$ cat src/rtl/arb_pkg.sv
// Shared types and constants for the dual-stream issue scheduler:
// control-transfer opcodes, stream ids, per-stream state.
package arb_pkg;

  localparam logic [6:0] OPC_BRANCH = 7'b1100011;
  localparam logic [6:0] OPC_JAL    = 7'b1101111;
  localparam logic [6:0] OPC_JALR   = 7'b1100111;

  localparam logic SRC0 = 1'b0;
  localparam logic SRC1 = 1'b1;

  typedef enum logic {
    RUN     = 1'b0,
    WAIT_BR = 1'b1
  } strm_state_t;

  function automatic logic is_ctl(
    input logic [6:0] opc
  );
    return (opc == OPC_BRANCH) ||
           (opc == OPC_JAL) ||
           (opc == OPC_JALR);
  endfunction

endpackage

$ cat src/rtl/cmd_fifo.sv
// Per-stream command FIFO: push/pop/flush, full/empty, head word.
// Ports: clk, reset (async low), push/push_data, pop, flush, full, empty, head.
module cmd_fifo #(
  parameter int XLEN  = 32,
  parameter int DEPTH = 4
) (
  input  logic            clk,
  input  logic            reset,
  input  logic            push,
  input  logic [XLEN-1:0] push_data,
  input  logic            pop,
  input  logic            flush,
  output logic            full,
  output logic            empty,
  output logic [XLEN-1:0] head
);

  localparam int AW = $clog2(DEPTH);

  logic [AW:0]     wr_ptr;
  logic [AW:0]     rd_ptr;
  logic [XLEN-1:0] mem [DEPTH];
  logic            wr_en;
  logic            rd_en;

  assign empty = (wr_ptr == rd_ptr);
  assign full  = (wr_ptr[AW] != rd_ptr[AW]) &&
                 (wr_ptr[AW-1:0] == rd_ptr[AW-1:0]);
  assign head  = mem[rd_ptr[AW-1:0]];

  // A full FIFO may still take a word when the head leaves on the same edge.
  assign wr_en = push && (!full || pop) && !flush;
  assign rd_en = pop && !empty && !flush;

  always_ff @(posedge clk or negedge reset) begin
    if (!reset) begin
      wr_ptr <= '0;
      rd_ptr <= '0;
    end else if (flush) begin
      wr_ptr <= '0;
      rd_ptr <= '0;
    end else begin
      if (wr_en) wr_ptr <= wr_ptr + 1'b1;
      if (rd_en) rd_ptr <= rd_ptr + 1'b1;
    end
  end

  always_ff @(posedge clk) begin
    if (wr_en) mem[wr_ptr[AW-1:0]] <= push_data;
  end

endmodule

$ cat src/rtl/dual_stream_issue_scheduler.sv
// Round-robin issue of two hart command streams into one decode stage.
// Ports: clk, reset (async low), cmd/valid/ready x2, out_*, br_resolve/src/taken.
module dual_stream_issue_scheduler
  import arb_pkg::*;
#(
  parameter int XLEN  = 32,
  parameter int DEPTH = 4
) (
  input  logic            clk,
  input  logic            reset,
  input  logic [XLEN-1:0] cmd_0,
  input  logic            cmd_valid_0,
  output logic            cmd_ready_0,
  input  logic [XLEN-1:0] cmd_1,
  input  logic            cmd_valid_1,
  output logic            cmd_ready_1,
  output logic [XLEN-1:0] out_data,
  output logic            out_src,
  output logic            out_valid,
  input  logic            out_ready,
  input  logic            br_resolve,
  input  logic            br_src,
  input  logic            br_taken
);

  strm_state_t     st0;
  strm_state_t     st1;
  logic            last_grant;
  logic            full0;
  logic            full1;
  logic            empty0;
  logic            empty1;
  logic [XLEN-1:0] head0;
  logic [XLEN-1:0] head1;
  logic            res0;
  logic            res1;
  logic            flush0;
  logic            flush1;
  logic            push0;
  logic            push1;
  logic            elig0;
  logic            elig1;
  logic            gnt;
  logic            load;
  logic            pop0;
  logic            pop1;

  // A resolve only counts for a stream that is actually waiting.
  assign res0   = br_resolve && (br_src == SRC0) && (st0 == WAIT_BR);
  assign res1   = br_resolve && (br_src == SRC1) && (st1 == WAIT_BR);
  assign flush0 = res0 && br_taken;
  assign flush1 = res1 && br_taken;

  assign cmd_ready_0 = !full0 && !flush0;
  assign cmd_ready_1 = !full1 && !flush1;
  assign push0 = cmd_valid_0 && cmd_ready_0;
  assign push1 = cmd_valid_1 && cmd_ready_1;

  assign elig0 = !empty0 && (st0 == RUN);
  assign elig1 = !empty1 && (st1 == RUN);

  always_comb begin
    gnt = SRC0;
    unique case (1'b1)
      (elig0 && elig1):  gnt = !last_grant;
      (elig1 && !elig0): gnt = SRC1;
      default:           gnt = SRC0;
    endcase
  end

  assign load = (!out_valid || out_ready) && (elig0 || elig1);
  assign pop0 = load && (gnt == SRC0);
  assign pop1 = load && (gnt == SRC1);

  cmd_fifo #(
    .XLEN  (XLEN),
    .DEPTH (DEPTH)
  ) u_fifo0 (
    .clk       (clk),
    .reset     (reset),
    .push      (push0),
    .push_data (cmd_0),
    .pop       (pop0),
    .flush     (flush0),
    .full      (full0),
    .empty     (empty0),
    .head      (head0)
  );

  cmd_fifo #(
    .XLEN  (XLEN),
    .DEPTH (DEPTH)
  ) u_fifo1 (
    .clk       (clk),
    .reset     (reset),
    .push      (push1),
    .push_data (cmd_1),
    .pop       (pop1),
    .flush     (flush1),
    .full      (full1),
    .empty     (empty1),
    .head      (head1)
  );

  always_ff @(posedge clk or negedge reset) begin
    if (!reset) begin
      st0        <= RUN;
      st1        <= RUN;
      last_grant <= SRC1;
      out_valid  <= 1'b0;
      out_data   <= '0;
      out_src    <= SRC0;
    end else begin
      // Issue of a control transfer blocks the stream on the same edge.
      if (pop0 && is_ctl(head0[6:0])) st0 <= WAIT_BR;
      else if (res0)                  st0 <= RUN;

      if (pop1 && is_ctl(head1[6:0])) st1 <= WAIT_BR;
      else if (res1)                  st1 <= RUN;

      if (load) begin
        out_data   <= gnt ? head1 : head0;
        out_src    <= gnt;
        out_valid  <= 1'b1;
        last_grant <= gnt;
      end else if (out_ready) begin
        out_valid  <= 1'b0;
      end
    end
  end

endmodule

$ cat config.mk
export PLATFORM = sky130hd
export DESIGN_NAME = dual_stream_issue_scheduler
export DESIGN_NICKNAME = d
export VERILOG_FILES = /design/src/rtl/arb_pkg.sv /design/src/rtl/cmd_fifo.sv /design/src/rtl/dual_stream_issue_scheduler.sv
export SDC_FILE = /design/constraint.sdc
export NUM_CORES = 1
export LEC_CHECK = 0
export BUFFER_PORTS_ARGS = -buffer_cell sky130_fd_sc_hd__buf_4
export CORE_ASPECT_RATIO = 1.75
export CORE_MARGIN = 4
export CORE_UTILIZATION = 35
export DETAILED_ROUTE_END_ITERATION = 16
export PLACE_DENSITY = 0.57
export SLEW_MARGIN = 20
export SYNTH_ARGS = -nofsm -noshare
export SYNTH_HDL_FRONTEND = slang
export SYNTH_SLANG_ARGS = --single-unit
$ cat constraint.sdc
create_clock -name clk -period 3.42 [get_ports clk]
set_input_delay 0 -clock clk [delete_from_list [all_inputs] [get_ports clk]]
set_output_delay 0 -clock clk [all_outputs]
set_load 0.005 [all_outputs]
---- Yosys cells after proc, flatten, opt, wreduce, memory -nomap -nowiden ----
Memory sizes are Yosys's and may differ from the RTL's.
Index checks and enable logic that the tools add are counted.
operators by class
  add/subtract/negate cells ............... 4
  equal/unequal tests ..................... 12
  muxes and demuxes ....................... 20
  bitwise logic cells ..................... 4
  reductions and logical operators ........ 53
operator list
  operator             count
  $eq 7x7->1 const B   6
  $mux 32              1
  $logic_and 1x1->1    29
  $mux 3               8
  $reduce_bool 2->1    7
  $add 3x1->3 const B  4
  $mux 1               10
  $logic_not 1->1      9
  $logic_or 1x1->1     8
  $eq 3x3->1           2
  $eq 2x2->1           2
  $not 1->1            4
  $ne 1x1->1           2
  $pmux 1 s2           1
storage, ports and cells
  register bits ........................... 49
  memory bits (writable) .................. 256
  input port bits ......................... 72
  output and inout bits ................... 36
  word-level logic and storage cells ...... 105
  memories kept ........................... 2
memories
  name         words  width  rd ports  clocked after memory_dff  write ports  RTL line        RTL
  u_fifo0.mem  4      32     1         0                         1            cmd_fifo.sv:22  logic [XLEN-1:0] mem [DEPTH];
  u_fifo1.mem  4      32     1         0                         1            cmd_fifo.sv:22

---- Longest topological paths before layout ----
Gate-level depths: netlist of run 1.
  depth in word-level cells ............... 13
  depth in mapped cells ................... 6
  depth with buffers taken out ............ 4

---- Modules after synthesis ----
Synthesis of run 1 repeated with hierarchy kept, for this count alone.
second synthesis, totals
  cell total of the unflattened synthesis .. 586
  area total of the unflattened synthesis .. 12155.4 um^2
modules (own cells, without submodules)
  module                       instances  cells each  area each (um^2)  seq. area each (um^2)
  cmd_fifo (u_fifo0)           1          223         5182.5            3993.8
  cmd_fifo (u_fifo1)           1          223         5178.7            3993.8
  dual_stream_issue_scheduler  1          140         1794.2            927.1

---- Worst setup path before layout of run 1 ----
No wires, ideal clock.
  path kind ............................... register to register
  start point ............................. register u_fifo1.rd_ptr[0]
  end point ............................... memory u_fifo1.mem[3][0], enable pin
  data arrival time ....................... 2.015 ns
  data required time ...................... 3.026 ns
  slack ................................... 1.012 ns
  stages on the path, launching flop included .. 5
  path buffers ............................ 1
  cells stage by stage .................... dfrtp_1 buf_4 xnor2_2 a311oi_2 and2_1
on the way
  word-level cells in the longest chain between the ends .. 11
ends and longest elaborated chain
  what                                                    RTL line                                                              RTL
  from (decl)                                             cmd_fifo.sv:21                                                        logic [AW:0] rd_ptr;
  from (signal assigned)                                  cmd_fifo.sv:44                                                        if (rd_en) rd_ptr <= rd_ptr + 1'b1;
  $eq 3x3->1                                              cmd_fifo.sv:26                                                        assign empty = (wr_ptr == rd_ptr);
  $logic_not 1->1                                         dual_stream_issue_scheduler.sv:60                                     assign elig1 = !empty1 && (st1 == RUN);
  $logic_and 1x1->1                                       dual_stream_issue_scheduler.sv:60
  $logic_and 1x1->1 (tied with other cells)               dual_stream_issue_scheduler.sv:66                                     (elig1 && !elig0): gnt = SRC1;
  $pmux 1 s2 / $logic_and 1x1->1 (equally long branches)  dual_stream_issue_scheduler.sv:64, dual_stream_issue_scheduler.sv:71
  $logic_and 1x1->1                                       dual_stream_issue_scheduler.sv:73                                     assign pop1 = load && (gnt == SRC1);
  $logic_or 1x1->1                                        cmd_fifo.sv:32                                                        assign wr_en = push && (!full || pop) && !flush;
  $logic_and 1x1->1 * (2 in a row)                        cmd_fifo.sv:32
  $mux 1 *                                                cmd_fifo.sv:49                                                        if (wr_en) mem[wr_ptr[AW-1:0]] <= push_data;
  $mux 1 (not written as such) *                          cmd_fifo.sv:49
  to (decl)                                               cmd_fifo.sv:22
Every way passes the cells marked *; elsewhere a longest branch is shown, timed or not.

---- Final worst setup path of run 1 ----
  start point ............................. register u_fifo0.rd_ptr[0]
  end point ............................... register out_data[19]
on the way
  word-level cells in the longest chain between the ends .. 7
ends and longest elaborated chain
  what                    RTL line                            RTL
  from (decl)             cmd_fifo.sv:21
  from (signal assigned)  cmd_fifo.sv:44
  $eq 3x3->1              cmd_fifo.sv:26
  $logic_not 1->1         dual_stream_issue_scheduler.sv:59   assign elig0 = !empty0 && (st0 == RUN);
  $logic_and 1x1->1       dual_stream_issue_scheduler.sv:59
  $logic_not 1->1         dual_stream_issue_scheduler.sv:66
  $logic_and 1x1->1       dual_stream_issue_scheduler.sv:66
  $pmux 1 s2              dual_stream_issue_scheduler.sv:64   unique case (1'b1)
  $mux 32                 dual_stream_issue_scheduler.sv:122  out_data <= gnt ? head1 : head0;
  to (signal assigned)    dual_stream_issue_scheduler.sv:122
  to (decl)               dual_stream_issue_scheduler.sv:17   output logic [XLEN-1:0] out_data,
Several ways; a longest one is shown, not always the timed one.
A chain may end at the register's enable or synchronous reset.

==> impl_metrics.json, run 1 <==
{
  "placed_cells": 1112,
  "cp_data_arrival_time_ns": 3.09,
  "ys_top_cells_by_area": "edfxtp_1 65%, mux4_2 11%, dfrtp_1 10%",
  "root_buffer": "clkbuf_16",
  "finalSetupViolCount": 0,
  "power_mw": 12.6,
  "placed_cell_area_sq_um": 13200,
  "io_pins": 108,
  "slew_headroom_pct": 32.6,
  "row_count": 89,
  "portBuffers": 107,
  "crit_start": "u_fifo0.rd_ptr[0]$_DFFE_PN0P_",
  "clockBufferDepth": 3,
  "grt_pass1_wl_mm": 40.8,
  "overflow": 0,
  "syn_inst": 565,
  "cts_tree": "yes",
  "reg2reg_from": "u_fifo0.rd_ptr[0]$_DFFE_PN0P_",
  "synth_edf_count": 256,
  "syn_area_sq_um": 11900,
  "tightest_slew_ns": 1.01,
  "drive_above_1_share_pct": 31.9,
  "leakage_nw": 5.30,
  "routedWlPerCell_microns": 21.4,
  "run_status": "complete, no violations",
  "die_height_microns": 252,
  "die_area_sq_um": 37000,
  "r2r_end": "out_data[19]$_DFFE_PN0N_",
  "met1_length_mm": 9.68,
  "numClockSinks": 305,
  "maxCapViolCount": 0,
  "num_vias": 6227,
  "synth.distinct_cells": 48,
  "powerDensity_nw_per_um2": 852,
  "grt_max_degree": 50,
  "synth_top_area_share_pct": 64.8,
  "crit_type": "register to register",
  "finalInstanceArea_sq_um": 14800,
  "async_flop_share_pct": 16.1,
  "vias_per_cell": 5.05,
  "fin_nets": 840,
  "drtPass1Iterations": 4,
  "ant_nets": 0,
  "ff2ff_setup_slack_ns": 0.79,
  "r2r.worst_path.cells": 4,
  "avgSynthCellArea_sq_um": 21.0,
  "layout_min_cycle_time_ns": 2.63,
  "ir_drop_uv": 431,
  "hold_viol_final": 0,
  "cp-start-kind": "register",
  "dp_hpwl_mm": 17.2,
  "drt_iter0_markers": 346,
  "dr_wl_met3_mm": 1.15,
  "gp_congestion": 0.752,
  "grt_pass1_vias": 6917,
  "clk-insertion-delay-late_ns": 0.54,
  "grt_antenna_before_repair": 1,
  "critPathCaptureType": "register",
  "cts-htree-levels": 1,
  "die_x_microns": 147,
  "numCtsBuffers": 27,
  "tns_ns": 0,
  "wl_met2_mm": 14.8,
  "syn_to_final_growth_pct": 24.6,
  "initial_core_util_pct": 35.3,
  "stdcell_count": 1234,
  "synth_seq_area_share_pct": 75.1,
  "yosysTopAreaCell": "edfxtp_1",
  "cp.required_ns": 3.88,
  "ys_ff_latch": 305,
  "yosys-top-cells-count": "256 x edfxtp_1, 60 x mux4_2, 48 x dfrtp_1",
  "report.final.slew_viol_count": 0,
  "clkTransAtPathRegs_ns": 0.07,
  "drc": 0,
  "fin_crit_sh_pct": 76.8,
  "wirelength_mm": 26.4,
  "design.core.area_sq_um": 33600,
  "highest_layer": "met4",
  "cp-endpoint": "out_data[19]$_DFFE_PN0N_",
  "finClkSkew_ns": 0.0153,
  "timing.fmax_mhz": 381,
  "synth_flop_cell": "edfxtp_1",
  "synth_most_common_cell": "edfxtp_1",
  "hp-class": "primary input to async pin",
  "rsz0062_at_grt": "no",
  "ys_warn_count": 0,
  "crit_fanout": 34,
  "synth_fp_nets": 647,
  "grtUsageTotal_pct": 14.4,
  "post_cts_buffers": 0
}
-- worst min-delay path by stage --
stage                                           to   from  cells after the start  slack (ns)
after global routing      out_data[28]$_DFFE_PN0N_  reset                      2        0.09
after global placement    out_data[25]$_DFFE_PN0N_  reset                      1        0.08
after detailed placement  out_data[27]$_DFFE_PN0N_  reset                      1        0.10
after CTS                 out_data[28]$_DFFE_PN0N_  reset                      2        0.07
final                     out_data[27]$_DFFE_PN0N_  reset                      2        0.05
after floorplan            out_data[0]$_DFFE_PN0N_  reset                      0       -0.30
-- logic make-up (layout without fill, tap and decap cells) --
family	after synthesis	after routing	share of synthesized area, %
DFF	305	305	75.1
xor gates and xnor gates	9	9	0.854
AOI/OAI and AO/OA	63	63	4.83
muxes	70	70	12.7
other	0	1	0
buffers and inverters	36	249	1.78
adders and majority gates	10	10	1.05
and+or+nand+nor	72	72	3.68
-- worst max-delay path, cell delays in order (launching register included) --
cell and delay (ns):
dfrtp_2 0.54, xor2_1 0.27, o311a_4 0.57, nor2_4 0.84, a221o_1 0.30
-- registers in the layout, summed over array words and instances, names as in the netlist --
signal          flops
out_valid           1
u_fifo0.mem       128
u_fifo1.rd_ptr      3
out_src             1
st1                 1
u_fifo0.wr_ptr      3
u_fifo0.rd_ptr      3
out_data           32
last_grant          1
u_fifo1.mem       128
st0                 1
u_fifo1.wr_ptr      3
-- cell usage in the layout (no fill, tap or decap), types with 4 or more instances in the layout --
cell type / instances
and3_1: 31
nand2_1: 11
and2_2: 8
a21oi_1: 6
mux4_2: 60
o21ai_0: 6
buf_12: 4
dfrtp_2: 4
clkbuf_16: 27
dfrtp_1: 44
inv_1: 8
ha_1: 10
clkinv_2: 5
mux2i_1: 6
a221o_1: 31
clkbuf_1: 8
dlygate4sd3_1: 72
buf_4: 116
nand3_1: 4
edfxtp_1: 256
-- what timing repair did --
item                      in CTS  in global routing
hold buffers                  72                  0
hold endpoints to repair     319                  0
resized for setup              0                  0
-- through the flow --
stage	utilization [%]	hold WS, ns	worst slack (ns)
2_1_floorplan	-	-0.296	1.01
3_3_place_gp	39.3	0.0757	0.870
3_5_place_dp	39.3	0.101	0.781
4_1_cts	44.0	0.0703	0.733
5_1_grt	44.0	0.0884	0.562
6_report	44.0	0.0452	0.794
-- routing by layer --
metal  global-route usage, %  vias to the layer above
li1                        -                     2747
met1                    16.1                     3236
met2                    27.4                      188
met3                    1.96                       56
met4                    5.81                        0
met5                       0                        -
-- where the power goes --
part	internal (mW)	total, mW	leakage [nW]	switching [mW]
Clock	1.61	2.89	0.412	1.28
Sequential	5.09	5.53	2.95	0.433
Combinational	1.95	4.18	1.94	2.23
-- area by class of cell --
class / instances / area (sq um)
Fill cell: 2967 / 18800
Sequential cell: 305 / 8920
Multi-Input combinational cell: 224 / 2750
Timing Repair Buffer: 192 / 1670
Clock buffer: 38 / 747
Tap cell: 455 / 569
Clock inverter: 11 / 95.1
Inverter: 8 / 30.0
Antenna cell: 1 / 2.50
(Power assumes the default switching activity.)
==> run 2: changes to the inputs <==
==> constraint.sdc (replaced) <==
create_clock -name clk -period 2.7 [get_ports clk]
set_input_delay 0 -clock clk [delete_from_list [all_inputs] [get_ports clk]]
set_output_delay 0 -clock clk [all_outputs]
set_load 0.005 [all_outputs]
==> impl_metrics.json, run 2 (synthesis results as in run 1) <==
{
  "pre_cts_slack_ns": 0.383,
  "io_pins": 108,
  "crit_slowest_cell": "nor2_4",
  "layout_setup_ws_ns": 0.404,
  "slew_headroom_pct": 36.4,
  "post_cts_buffers": 0,
  "cp.required_ns": 3.17,
  "insertedDiodeCount": 0,
  "vias_per_cell": 4.94,
  "fin_util_pct": 44.4,
  "timing.fmax_mhz": 436,
  "power_mw": 16.3,
  "placed_cells": 1116,
  "portBuffers": 107,
  "finalInstanceArea_sq_um": 14900,
  "cts-htree-levels": 1,
  "tightest_slew_ns": 0.951,
  "clockBufferDepth": 3,
  "numCtsBuffers": 27,
  "grt_pass1_wl_mm": 40.2,
  "fin_nets": 844,
  "routedWlPerCell_microns": 21.1,
  "tns_ns": 0,
  "gp_congestion": 0.797,
  "grt_pass1_vias": 6823,
  "cp_data_arrival_time_ns": 2.76,
  "fin_hold_ws_ns": 0.0542,
  "crit_fanout": 34,
  "reg2reg_from": "u_fifo0.rd_ptr[0]$_DFFE_PN0P_",
  "final_cell_mix": "256 x edfxtp_1, 116 x buf_4, 72 x dlygate4sd3_1",
  "ir_drop_uv": 478,
  "initial_core_util_pct": 35.3,
  "grt_antenna_before_repair": 0,
  "grt_max_degree": 50,
  "layout_commonest_cell": "edfxtp_1",
  "powerDensity_nw_per_um2": 1090,
  "overflow": 0,
  "finClkSkew_ns": 0.0104,
  "crit_type": "register to register",
  "rsz0062_at_grt": "no",
  "die_area_sq_um": 37000,
  "num_vias": 6110,
  "drtPass1Iterations": 4,
  "slowest_delay_ns": 0.74,
  "critPathCaptureType": "register",
  "run_status": "complete, no violations",
  "dp_hpwl_mm": 16.8,
  "numClockSinks": 305,
  "leakage_nw": 5.36,
  "maxCapViolCount": 0,
  "drc": 0,
  "cts_tree": "yes",
  "design.core.area_sq_um": 33600,
  "clk-insertion-delay-late_ns": 0.53,
  "ctsHoldBuffers": 72,
  "root_buffer": "clkbuf_16",
  "fin_crit_sh_pct": 85.0,
  "ant_nets": 0,
  "wirelength_mm": 26.1,
  "clkTransAtPathRegs_ns": 0.07,
  "hold_viol_final": 0,
  "placed_cell_area_sq_um": 13300,
  "cts_resized": 0,
  "crit_chain": "xor2_1, o311a_4, nor2_4, a221o_1",
  "row_count": 89,
  "drive_above_1_share_pct": 32.9,
  "syn_to_final_growth_pct": 25.8,
  "hp-class": "primary input to async pin",
  "die_x_microns": 147,
  "crit_start": "u_fifo0.rd_ptr[0]$_DFFE_PN0P_",
  "grtUsageTotal_pct": 14.2,
  "layout_min_cycle_time_ns": 2.30,
  "finalSetupViolCount": 0,
  "report.final.slew_viol_count": 0,
  "die_height_microns": 252,
  "stdcell_count": 1237,
  "drt_iter0_markers": 340,
  "cp-start-kind": "register"
}
==> run 2: changes by cell type in the layout (fill, tap and decap cells not counted), sizes merged <==
cell	previous run	this run
inv	9	11
diode	1	0
buf	120	124
clkinvlp	1	4
bufinv	1	3
clkbuf	38	32
clkinv	8	7
==> run 2: critical path: cells and delay by family, from the launching register on <==
| kind | cells | cell delay (ns) |
|---|---|---|
| AO/OA/AOI/OAI | 2 | 0.69 |
| AND/OR/NAND/NOR | 1 | 0.74 |
| XOR/XNOR | 1 | 0.26 |
| flip-flops | 1 | 0.52 |
==> run 2: layer usage <==
| layer | up-vias | routed length [microns] | share of wire (%) | GRT usage [%] |
|---|---|---|---|---|
| met2 | 133 | 14900 | 57 | 28.0 |
| li1 | 2761 | - | - | - |
| met5 | - | 0 | 0 | 0 |
| met4 | 0 | 710 | 2.7 | 4.93 |
| met1 | 3167 | 9490 | 36 | 15.2 |
| met3 | 49 | 1000 | 3.8 | 1.94 |
==> run 2: area by class of cell <==
cell class / count / area (sq um)
clock buffers: 32 / 714
clock inverters: 17 / 193
fillers: 2962 / 18700
inverters: 8 / 30.0
multi-input cells: 224 / 2750
flip-flops and latches: 305 / 8920
well taps: 455 / 569
repair buffers: 196 / 1750
==> run 2: path summary, 6_finish.rpt <==
path / end / slack [ns] / depth (start not counted)
worst max-delay path: out_data[18]$_DFFE_PN0N_ / 0.40 / 4
worst min-delay path: out_data[27]$_DFFE_PN0N_ / 0.05 / 2
worst max register to register: out_data[18]$_DFFE_PN0N_ / 0.40 / 4
worst min register to register: out_src$_DFFE_PN0N_ / 0.49 / 1
max in group asynchronous: u_fifo0.rd_ptr[1]$_DFFE_PN0P_ / 2.13 / 2
min in group clk: u_fifo1.mem[1][22]$_DFFE_PP_ / 0.20 / 2
==> run 2: power by group <==
part	total (mW)	internal (mW)	switching, mW	leakage (nW)
logic	5.41	2.58	2.83	1.98
clock network	3.88	2.20	1.67	0.432
registers	6.99	6.45	0.539	2.95
